### src/rtl/rv_irq_ctrl_pkg.sv
// Shared constants for the rv32 machine-timer / interrupt controller:
// register byte offsets inside the 32-byte block, cause codes and the
// per-line trigger mode type.
package pkg_rv_irq;

    localparam logic [4:0] OFS_MTIME     = 5'h00;
    localparam logic [4:0] OFS_MTIMEH    = 5'h04;
    localparam logic [4:0] OFS_MTIMECMP  = 5'h08;
    localparam logic [4:0] OFS_MTIMECMPH = 5'h0C;
    localparam logic [4:0] OFS_IE        = 5'h10;
    localparam logic [4:0] OFS_IP        = 5'h14;
    localparam logic [4:0] OFS_MODE      = 5'h18;
    localparam logic [4:0] OFS_PRESC     = 5'h1C;

    localparam logic [31:0] CAUSE_MTI      = 32'd7;
    localparam logic [31:0] CAUSE_EXT_BASE = 32'd16;

    typedef enum logic {
        LEVEL = 1'b0,
        EDGE  = 1'b1
    } irqmode_t;

endpackage

### src/rtl/rv_irq_sync.sv
// NSYNC-flop synchroniser for one asynchronous interrupt line, plus a
// rising-edge strobe taken from the synchronised output.
module rv_irq_sync #(
    parameter int NSYNC = 2
) (
    input  logic clk,
    input  logic xreset,
    input  logic d,
    output logic q,
    output logic rise
);

    logic [NSYNC-1:0] chain;
    logic             q_d;

    // shift the raw line through the chain; keep one extra stage for edge detect
    always_ff @(posedge clk or negedge xreset) begin
        if (!xreset) begin
            chain <= '0;
            q_d   <= 1'b0;
        end else begin
            chain <= {chain[NSYNC-2:0], d};
            q_d   <= chain[NSYNC-1];
        end
    end

    assign q    = chain[NSYNC-1];
    assign rise = q & ~q_d;

endmodule

### src/rtl/rv_irq_ctrl.sv
// Machine timer + interrupt controller for the rv32 core.
// Register block on the core data bus, NIRQ synchronised external lines
// (level or edge per line) plus the machine timer, fixed priority
// (line 0 highest, timer lowest), single level of service (no nesting).
// Optional feature macro: RV_IRQ_PRESCALE_EN adds a 16-bit mtime prescaler
// at offset 0x1C; without it mtime advances every clock and 0x1C reads 0.
module rv_irq_ctrl
    import pkg_rv_irq::*;
#(
    parameter int          NIRQ  = 4,
    parameter int          NSYNC = 2,
    parameter logic [31:0] BASE  = 32'hffff8000
) (
    input  logic            clk,
    input  logic            xreset,
    input  logic [31:0]     d_adr,
    input  logic [31:0]     d_dw,
    input  logic [3:0]      d_we,
    input  logic            d_re,
    input  logic            d_rdy,
    output logic [31:0]     d_dr_o,
    input  logic [NIRQ-1:0] irq_in,
    input  logic            int_ack,
    input  logic            mret,
    output logic            int_req,
    output logic [31:0]     int_cause
);

    // Bus handshake: an access happens only in a cycle with d_rdy high. A
    // full-word write (d_we == 4'b1111) to a hit address updates the register
    // at that edge; a read (d_re) to a hit address returns data on d_dr_o in
    // the next cycle; any other d_rdy cycle drives d_dr_o to 0 so the result
    // can be OR-ed onto the core read bus. With d_rdy low nothing changes.
    logic        hit;
    logic [4:0]  ofs;
    logic        wr_en;
    logic        rd_en;
    logic        wr_mtime_lo, wr_mtime_hi, wr_cmp_lo, wr_cmp_hi;
    logic        wr_ie, wr_ip, wr_mode;
    logic        unused_adr;

    assign hit         = (d_adr[31:5] == BASE[31:5]);
    assign ofs         = {d_adr[4:2], 2'b00};
    assign wr_en       = d_rdy && (d_we == 4'b1111) && hit;
    assign rd_en       = d_rdy && d_re && hit;
    assign wr_mtime_lo = wr_en && (ofs == OFS_MTIME);
    assign wr_mtime_hi = wr_en && (ofs == OFS_MTIMEH);
    assign wr_cmp_lo   = wr_en && (ofs == OFS_MTIMECMP);
    assign wr_cmp_hi   = wr_en && (ofs == OFS_MTIMECMPH);
    assign wr_ie       = wr_en && (ofs == OFS_IE);
    assign wr_ip       = wr_en && (ofs == OFS_IP);
    assign wr_mode     = wr_en && (ofs == OFS_MODE);
    assign unused_adr  = ^d_adr[1:0];

    logic [63:0]     mtime;
    logic [63:0]     mtimecmp;
    logic [63:0]     timer_diff;
    logic            mti;
    logic [NIRQ:0]   ie;
    logic [NIRQ-1:0] mode;
    logic [NIRQ-1:0] ip_edge;
    logic [NIRQ-1:0] ip_ext;
    logic [NIRQ-1:0] sync_q;
    logic [NIRQ-1:0] sync_rise;
    logic [NIRQ-1:0] w1c_mask;
    logic [NIRQ-1:0] ack_clr;
    logic [NIRQ:0]   ip;
    logic [NIRQ:0]   pend;
    logic            any_pend;
    logic [31:0]     enc_cause;
    logic            in_service;
    logic            ack_take;
    logic            tick;
    logic [31:0]     presc_rd;
    logic [31:0]     rdata;

`ifdef RV_IRQ_PRESCALE_EN
    logic [15:0] presc;
    logic [15:0] presc_cnt;
    logic        wr_presc;

    assign wr_presc = wr_en && (ofs == OFS_PRESC);

    // down-counter: tick when it reaches 0, then reload; a PRESC write restarts it
    always_ff @(posedge clk or negedge xreset) begin
        if (!xreset) begin
            presc     <= '0;
            presc_cnt <= '0;
        end else if (wr_presc) begin
            presc     <= d_dw[15:0];
            presc_cnt <= d_dw[15:0];
        end else if (presc_cnt == 16'd0) begin
            presc_cnt <= presc;
        end else begin
            presc_cnt <= presc_cnt - 16'd1;
        end
    end

    assign tick     = (presc_cnt == 16'd0);
    assign presc_rd = {16'd0, presc};
`else
    assign tick     = 1'b1;
    assign presc_rd = '0;
`endif

    // mtime: a software write to either half wins over that cycle's tick
    always_ff @(posedge clk or negedge xreset) begin
        if (!xreset) begin
            mtime <= '0;
        end else if (wr_mtime_lo) begin
            mtime[31:0] <= d_dw;
        end else if (wr_mtime_hi) begin
            mtime[63:32] <= d_dw;
        end else if (tick) begin
            mtime <= mtime + 64'd1;
        end
    end

    // configuration registers written from the bus
    always_ff @(posedge clk or negedge xreset) begin
        if (!xreset) begin
            mtimecmp <= '0;
            ie       <= '0;
            mode     <= '0;
        end else begin
            if (wr_cmp_lo) mtimecmp[31:0]  <= d_dw;
            if (wr_cmp_hi) mtimecmp[63:32] <= d_dw;
            if (wr_ie)     ie              <= d_dw[NIRQ:0];
            if (wr_mode)   mode            <= d_dw[NIRQ-1:0];
        end
    end

    // timer pending is the sign of the wrapped distance to mtimecmp, one cycle late
    assign timer_diff = mtimecmp - mtime;

    always_ff @(posedge clk or negedge xreset) begin
        if (!xreset) mti <= 1'b0;
        else         mti <= timer_diff[63];
    end

    for (genvar g = 0; g < NIRQ; g++) begin : g_sync
        rv_irq_sync #(.NSYNC(NSYNC)) u_sync (
            .clk   (clk),
            .xreset(xreset),
            .d     (irq_in[g]),
            .q     (sync_q[g]),
            .rise  (sync_rise[g])
        );
    end

    // an ack (or an ack together with mret) takes the request that int_cause names
    assign ack_take = int_ack && (int_req || mret);
    assign w1c_mask = wr_ip ? d_dw[NIRQ-1:0] : '0;

    // per-line view of pending and which edge bit an ack retires
    always_comb begin
        ip_ext  = '0;
        ack_clr = '0;
        for (int i = 0; i < NIRQ; i++) begin
            ip_ext[i]  = (irqmode_t'(mode[i]) == EDGE) ? ip_edge[i] : sync_q[i];
            ack_clr[i] = ack_take && (int_cause == CAUSE_EXT_BASE + 32'(i));
        end
    end

    // edge-latched pending bits: a new edge beats a same-cycle clear
    always_ff @(posedge clk or negedge xreset) begin
        if (!xreset) ip_edge <= '0;
        else         ip_edge <= (ip_edge & ~(w1c_mask | ack_clr)) | (mode & sync_rise);
    end

    assign ip       = {mti, ip_ext};
    assign pend     = ip & ie;
    assign any_pend = |pend;

    // fixed priority: lowest enabled line wins, timer only when no line is pending
    always_comb begin
        enc_cause = CAUSE_MTI;
        for (int i = NIRQ - 1; i >= 0; i--) begin
            if (pend[i]) enc_cause = CAUSE_EXT_BASE + 32'(i);
        end
    end

    // service state and request to the core; cause frozen while a request is up
    always_ff @(posedge clk or negedge xreset) begin
        if (!xreset) begin
            in_service <= 1'b0;
            int_req    <= 1'b0;
            int_cause  <= '0;
        end else begin
            if (ack_take)  in_service <= 1'b1;
            else if (mret) in_service <= 1'b0;

            if (ack_take) int_req <= 1'b0;
            else          int_req <= !in_service && any_pend;

            if (!int_req && any_pend) int_cause <= enc_cause;
        end
    end

    // register read multiplexer
    always_comb begin
        rdata = '0;
        case (ofs)
            OFS_MTIME:     rdata = mtime[31:0];
            OFS_MTIMEH:    rdata = mtime[63:32];
            OFS_MTIMECMP:  rdata = mtimecmp[31:0];
            OFS_MTIMECMPH: rdata = mtimecmp[63:32];
            OFS_IE:        rdata[NIRQ:0] = ie;
            OFS_IP:        rdata[NIRQ:0] = ip;
            OFS_MODE:      rdata[NIRQ-1:0] = mode;
            OFS_PRESC:     rdata = presc_rd;
            default:       rdata = '0;
        endcase
    end

    // registered read return, zero when this block is not the target
    always_ff @(posedge clk or negedge xreset) begin
        if (!xreset)    d_dr_o <= '0;
        else if (rd_en) d_dr_o <= rdata;
        else if (d_rdy) d_dr_o <= '0;
    end

endmodule

### config.mk
export PLATFORM = sky130hd
export DESIGN_NAME = rv_irq_ctrl
export DESIGN_NICKNAME = d
export VERILOG_FILES = /design/src/rtl/rv_irq_ctrl_pkg.sv /design/src/rtl/rv_irq_sync.sv /design/src/rtl/rv_irq_ctrl.sv
export SDC_FILE = /design/constraint.sdc
export NUM_CORES = 1
export LEC_CHECK = 0
export CAP_MARGIN = 0
export CORE_MARGIN = 2
export CORE_UTILIZATION = 30
export CTS_CLUSTER_DIAMETER = 60
export DETAILED_ROUTE_END_ITERATION = 12
export HOLD_SLACK_MARGIN = 0.1
export PLACE_DENSITY = 0.49
export SYNTH_ARGS = -nofsm -noshare
export SYNTH_HDL_FRONTEND = slang
export SYNTH_SLANG_ARGS = --single-unit
### constraint.sdc
create_clock -name clk -period 3.35 [get_ports clk]
set_input_delay 0.67 -clock clk [delete_from_list [all_inputs] [get_ports clk]]
set_output_delay 0.67 -clock clk [all_outputs]
set_load 0.01 [all_outputs]
==> results.py, run 1 <==
metrics = {
    "placement": {
        "place_inst": 1820,
        "port_buffers": 112,
        "place.gp.congestion": 0.839,
        "dp_hpwl_mm": 27.7,
        "place_ws_ps": 64.9,
    },
    "worst_setup_path": {
        "cp_top_family": "simple AND/OR/NAND/NOR gates",
        "crit_fanout": 6,
        "max_stage_delay_ps": 550,
        "worstPathCellList": "ha_1, nand4_1, buf_4, or4_4, nor4_4, nand2_1, nor4_2, o21ai_0, a22oi_1",
        "rr_worst_depth": 9,
        "worstPathArrival_ps": 3340,
        "cp.depth": 9,
        "r2r-end": "mtime[56]$_DFFE_PN0N_",
        "path_buf_inv": 1,
        "required_ps": 3720,
        "cp-end-kind": "flip-flop",
        "slowest_stage": "or4_4",
        "regToRegSetupSlack_ps": 370,
        "endpoint": "mtime[56]$_DFFE_PN0N_",
        "startpoint": "mtime[0]$_DFFE_PN0P_",
        "criticalPathCategory": "flip-flop to flip-flop",
        "startpoint_type": "flip-flop",
        "r2r-start": "mtime[0]$_DFFE_PN0P_",
    },
    "routing": {
        "drc": 0,
        "drt_first_pass_iters": 5,
        "vias_per_cell": 5.37,
        "wirelength_mm": 37.6,
        "wl_per_cell_um": 20.3,
        "via_count": 9953,
        "drtIter0Drc": 723,
        "ant_nets": 0,
    },
    "finish": {
        "drive_above_1_share_pct": 13.6,
        "antenna_cells": 0,
        "stdcell_count": 1852,
        "nets": 1469,
        "area_delta_synth_final_pct": 20.8,
    },
    "clock_tree": {
        "clock_path_buffers": 2,
        "cts_resized": 0,
        "cts_tree": "yes",
        "clock-sinks": 192,
        "cts_root_buffer": "clkbuf_16",
        "clk_pin_slew_ps": 80,
        "cts_hold_buf": 0,
        "htree_levels": 4,
        "postCtsSetupBuffers": 0,
        "insertion_delay_ps": 460,
        "cts_inserted_buffers": 17,
    },
    "synth": {
        "synth_top_cell_area_share_pct": 41.9,
        "seq_area_frac_synth_pct": 41.9,
        "ys.flop_type": "dfrtp_1",
        "yosys_warnings": 0,
        "synth_area_leader_cell": "dfrtp_1",
        "yosysUniqueCellTypes": 62,
        "synth_edf_count": 0,
        "synthArstFlopShare_pct": 100,
        "synth_seq_cells": 192,
        "syn_area_mm2": 0.0115,
        "synthCells": 1224,
        "syn_avg_cell_area_um2": 9.38,
        "synth.area.top_cells": "dfrtp_1, mux2_2, ha_1",
    },
    "floorplan": {
        "ios": 143,
        "die_w_um": 200,
        "die_y_um": 200,
        "num_rows": 71,
        "fp.coreArea_mm2": 0.0377,
        "start_util_pct": 30.5,
        "die_area_mm2": 0.0398,
    },
    "timing": {
        "period_needed_ps": 2980,
        "rsz0062_at_grt": "no",
        "finalHoldViolCount": 0,
        "skew_ps": 15.4,
        "relSlewSlack_pct": 34.0,
        "setup-violations-final": 0,
        "final_max_slew_viol_count": 0,
        "setup_ws_ps": 375,
        "setup-tns-final_ps": 0,
        "worstMarginPinSlew_ps": 989,
        "post-route-period-util_pct": 88.8,
        "max_freq_mhz": 336,
    },
    "pwr": {
        "p_per_area_mw_per_mm2": 351,
        "leakagePower_nw": 6.22,
        "peakVddDrop_mv": 0.372,
    },
    "global_route": {
        "grt_first_pass_wirelength_mm": 58.5,
        "grt_overflow_total": 0,
        "antenna_found_initial": 0,
        "gr-usage-all-layers_pct": 19.3,
        "grt_start_max_net_pins": 87,
        "grt_pass1_vias": 9670,
    },
    "run": {
        "drv_cap": 0,
    },
    "min_path": {
        "worstHoldPathType": "input pin to asynchronous set/reset pin",
    },
    "status": {
        "status": "complete, no violations",
    },
}
[synth_stat cells (all sizes together), types with 30 or more instances]
| library cell | number |
|---|---|
| dfrtp | 192 |
| a21oi | 123 |
| inv | 100 |
| nand2 | 81 |
| mux2 | 79 |
| o21ai | 69 |
| ha | 63 |
| o22ai | 63 |
| nor2 | 58 |
| buf | 57 |
| nand3 | 41 |
| clkbuf | 38 |
| nand4 | 37 |
| a221oi | 31 |
| a22o | 30 |
| nor3 | 30 |
[worst min-delay path by stage]
| stage | end | slack, ps | depth (start not counted) |
|---|---|---|---|
| floorplan | g_sync[0].u_sync.chain[1]$_DFF_PN0_ | 330 | 0 |
| global placement | g_sync[3].u_sync.chain[1]$_DFF_PN0_ | 330 | 0 |
| detailed placement | g_sync[1].u_sync.chain[1]$_DFF_PN0_ | 330 | 0 |
| CTS | int_cause[2]$_DFFE_PN0P_ | 300 | 1 |
| global route | int_cause[2]$_DFFE_PN0P_ | 330 | 1 |
| finish | int_cause[2]$_DFFE_PN0P_ | 280 | 1 |
[layer usage]
| metal | vias to the layer above | share of wire [%] | GRT usage, % |
|---|---|---|---|
| met2 | 223 | 47 | 31.4 |
| met5 | - | 0 | 0 |
| li1 | 4702 | - | - |
| met1 | 4995 | 47 | 27.1 |
| met3 | 33 | 3.7 | 2.48 |
| met4 | 0 | 1.6 | 4.94 |
[cells in the final DEF, fill, tap and decap left out, types with 5 or more instances in the layout]
cell and count:
clkbuf_16 17, and3_1 6, o22ai_1 63, a211oi_1 6, nor3_1 24, buf_12 7, nor2_1 55, a31oi_1 8
ha_1 63, nor3_2 5, conb_1 28, a2bb2oi_1 5, or4_1 5, clkdlybuf4s50_1 111, inv_1 100, a21oi_1 123
a31o_2 6, mux2_2 79, nand3_1 41, nand4_1 35, or3_1 9, a22oi_1 11, dfrtp_1 192, nor4_1 9
a221oi_1 31, buf_4 34, nand2b_1 5, mux2i_1 7, a22o_1 30, o21ai_0 68, nand2_1 79
[state kept, by name, indices dropped and copies added (netlist names), 4 cells and up]
name                 flops
ie                       5
ip_edge                  4
int_cause                4
g_sync.u_sync.q_d        4
g_sync.u_sync.chain      8
mode                     4
mtime                   64
mtimecmp                64
d_dr_o                  32
[power breakdown]
part	total [mW]	leakage [nW]	switching [mW]	internal, mW
clock network	2.15	0.279	1.01	1.14
logic	0.358	3.54	0.199	0.158
registers	2.37	2.40	0.0185	2.35
[logic make-up after synthesis]
logic type / synth area share (%)
buffers and inverters: 7.53
and+or+nand+nor: 14.2
AOI/OAI and AO/OA: 20.7
xor gates and xnor gates: 0.0763
adders and majority gates: 6.87
other: 0.0327
muxes: 8.75
DFF: 41.9
[layout make-up]
class,instances,area (um2)
clock buffer,19,443
clock inverter,13,150
fill,3888,23800
inverter,100,375
multi-input combinational,864,5930
sequential,192,4800
tap,511,639
timing repair buffer,153,1520
[metrics by stage]
step                      total power [mW]  util [%]  area [um2]  hold WS, ps
after detailed placement              2.78      35.2       13300          335
after CTS                             4.94      36.8       13900          300
after global placement                2.77      35.2       13300          335
after floorplan                       2.56         -       11600          331
final                                 4.87      36.8       13900          277
after global routing                  5.06      36.8       13900          327
No activity file was read; power rests on OpenSTA's default activity.
==> run 2, diff against run 1 <==
- ABC_AREA: not set -> 1
- clock period: 3.35 -> 3 ns (I/O delays scaled with it)
==> results.py, run 2 <==
metrics = {
    "status": {
        "status": "complete, no violations",
    },
    "placement": {
        "place_ws_ps": 431,
        "dp_hpwl_mm": 38.3,
        "place_inst": 2458,
        "port_buffers": 112,
        "placed_cell_area_mm2": 0.0146,
        "place.gp.congestion": 0.941,
    },
    "synth": {
        "ys.flop_type": "dfrtp_1",
        "syn_avg_cell_area_um2": 7.03,
        "seq_area_frac_synth_pct": 37.3,
        "synth_top_cell_area_share_pct": 37.3,
        "yosysUniqueCellTypes": 40,
        "synthCells": 1830,
        "synth_edf_count": 0,
        "synth_seq_cells": 192,
        "synth.most_common_cell": "nand2_1",
        "synth_area_leader_cell": "dfrtp_1",
        "synthArstFlopShare_pct": 100,
        "yosys_warnings": 0,
        "synth.area.top_cells": "dfrtp_1, nand2_1, ha_1",
        "ys_top_cells_by_count": "nand2_1, inv_1, dfrtp_1, nand3_1, nor2_1",
        "syn_area_mm2": 0.0129,
    },
    "worst_setup_path": {
        "worstPathArrival_ps": 2800,
        "startpoint_type": "flip-flop",
        "criticalPathCategory": "flip-flop to flip-flop",
        "required_ps": 3400,
        "startpoint": "mtime[30]$_DFFE_PN0P_",
        "r2r-start": "mtime[30]$_DFFE_PN0P_",
        "crit_fanout": 7,
        "cp-end-kind": "flip-flop",
    },
    "routing": {
        "wl_per_cell_um": 19.9,
        "drc": 0,
        "vias_per_cell": 5.03,
        "drtIter0Drc": 947,
        "via_count": 12500,
        "ant_nets": 0,
        "wirelength_mm": 49.6,
        "drt_first_pass_iters": 5,
    },
    "pwr": {
        "leakagePower_nw": 7.63,
        "total_power_mw": 5.24,
        "p_per_area_mw_per_mm2": 346,
        "peakVddDrop_mv": 0.308,
    },
    "global_route": {
        "gr-usage-all-layers_pct": 23.1,
        "grt_pass1_vias": 12500,
        "antenna_found_initial": 0,
        "grt_first_pass_wirelength_mm": 76.0,
        "grt_overflow_total": 0,
        "grt_start_max_net_pins": 82,
    },
    "clock_tree": {
        "cts_root_buffer": "clkbuf_16",
        "cts_resized": 0,
        "cts_tree": "yes",
        "htree_levels": 4,
        "cts_inserted_buffers": 17,
        "cts_hold_buf": 0,
        "clk_pin_slew_ps": 90,
        "insertion_delay_ps": 510,
        "clock-sinks": 192,
        "clock_path_buffers": 2,
        "postCtsSetupBuffers": 0,
    },
    "floorplan": {
        "die_y_um": 211,
        "die_area_mm2": 0.0446,
        "num_rows": 75,
        "ios": 143,
        "fp.coreArea_mm2": 0.0421,
        "die_w_um": 211,
        "start_util_pct": 30.5,
    },
    "finish": {
        "final_common_cell": "nand2_1",
        "largestRegisters": "mtime: 64 flops, mtimecmp: 64 flops, d_dr_o: 32 flops",
        "antenna_cells": 0,
        "layout_common_cells": "nand2_1, inv_1, dfrtp_1, nand3_1, nor2_1",
        "stdcell_count": 2490,
        "drive_above_1_share_pct": 6.41,
        "nets": 2079,
        "area_delta_synth_final_pct": 17.5,
        "final_core_util_pct": 35.9,
        "design_area_mm2": 0.0151,
    },
    "timing": {
        "rsz0062_at_grt": "no",
        "setup_ws_ps": 601,
        "finalHoldViolCount": 0,
        "final_max_slew_viol_count": 0,
        "setup-violations-final": 0,
        "post-route-period-util_pct": 80.0,
        "setup-tns-final_ps": 0,
        "relSlewSlack_pct": 48.5,
        "skew_ps": 17.2,
        "worstMarginPinSlew_ps": 772,
        "period_needed_ps": 2400,
        "max_freq_mhz": 417,
        "whs_ps": 167,
    },
    "min_path": {
        "worstHoldPathType": "input pin to asynchronous set/reset pin",
    },
    "run": {
        "drv_cap": 0,
    },
}
==> run 2: cell types whose count changed in the layout (fill, tap and decap cells not counted), sizes merged, moves of 75 or more <==
| cell | previous run | this run |
|---|---|---|
| a21oi | 123 | 26 |
| nand3 | 41 | 146 |
| inv | 105 | 224 |
| nand2 | 81 | 618 |
| o21ai | 69 | 144 |
| mux2 | 79 | 0 |
| nor2 | 58 | 147 |
==> run 2: cell families (layout without fill, tap and decap cells) <==
kind of cell,after synthesis,after routing,synth area share (%)
compound gates,247,247,11.1
xor+xnor,7,7,0.476
fa+ha+maj,63,63,6.12
buf+inv,302,396,10.4
flops,192,192,37.3
other cells,1,28,0.0291
simple gates,1018,1018,34.5
==> run 2: per-layer routing <==
layer | GRT usage [%] | vias to the layer above | share of wire, %
met4 | 6.41 | 0 | 2.1
met1 | 30.7 | 5932 | 46
met2 | 38.1 | 356 | 47
met5 | 0 | - | 0
met3 | 4.52 | 51 | 5.3
li1 | - | 6183 | -
==> run 2: final timing paths <==
| path | depth (start not counted) | slack, ps | endpoint |
|---|---|---|---|
| hold reg to reg | 0 | 350 | g_sync[0].u_sync.chain[1]$_DFF_PN0_ |
| setup reg to reg | 11 | 600 | mti$_DFF_PN0_ |
| hold / removal | 1 | 170 | mtimecmp[20]$_DFFE_PN0P_ |
| setup / recovery | 11 | 600 | mti$_DFF_PN0_ |
| min in group clk | 0 | 350 | g_sync[0].u_sync.chain[1]$_DFF_PN0_ |
| max in group asynchronous | 2 | 2060 | int_cause[4]$_DFFE_PN0P_ |
==> run 2: critical path, stage by stage, from the launching register on <==
cell	delay, ps
dfrtp_1	510
inv_1	140
ha_1	340
nand2_1	60
nor2_1	210
nand2_1	180
nor3_1	420
nand2_1	120
nand2_1	100
nand2_1	70
nand3_1	80
nand2_1	70
==> run 2: final cells by class <==
class / instances / area, um2
fillers: 4569 / 27000
multi-input cells: 1363 / 6820
flip-flops and latches: 192 / 4800
repair buffers: 148 / 1460
inverters: 216 / 812
well taps: 539 / 674
clock buffers: 19 / 433
clock inverters: 13 / 118
==> run 2: where the power goes <==
part / leakage, nW / total [mW] / switching, mW / internal [mW]
Sequential: 2.44 / 2.60 / 0.00416 / 2.59
Clock: 0.272 / 2.30 / 1.20 / 1.09
Combinational: 4.92 / 0.341 / 0.214 / 0.127
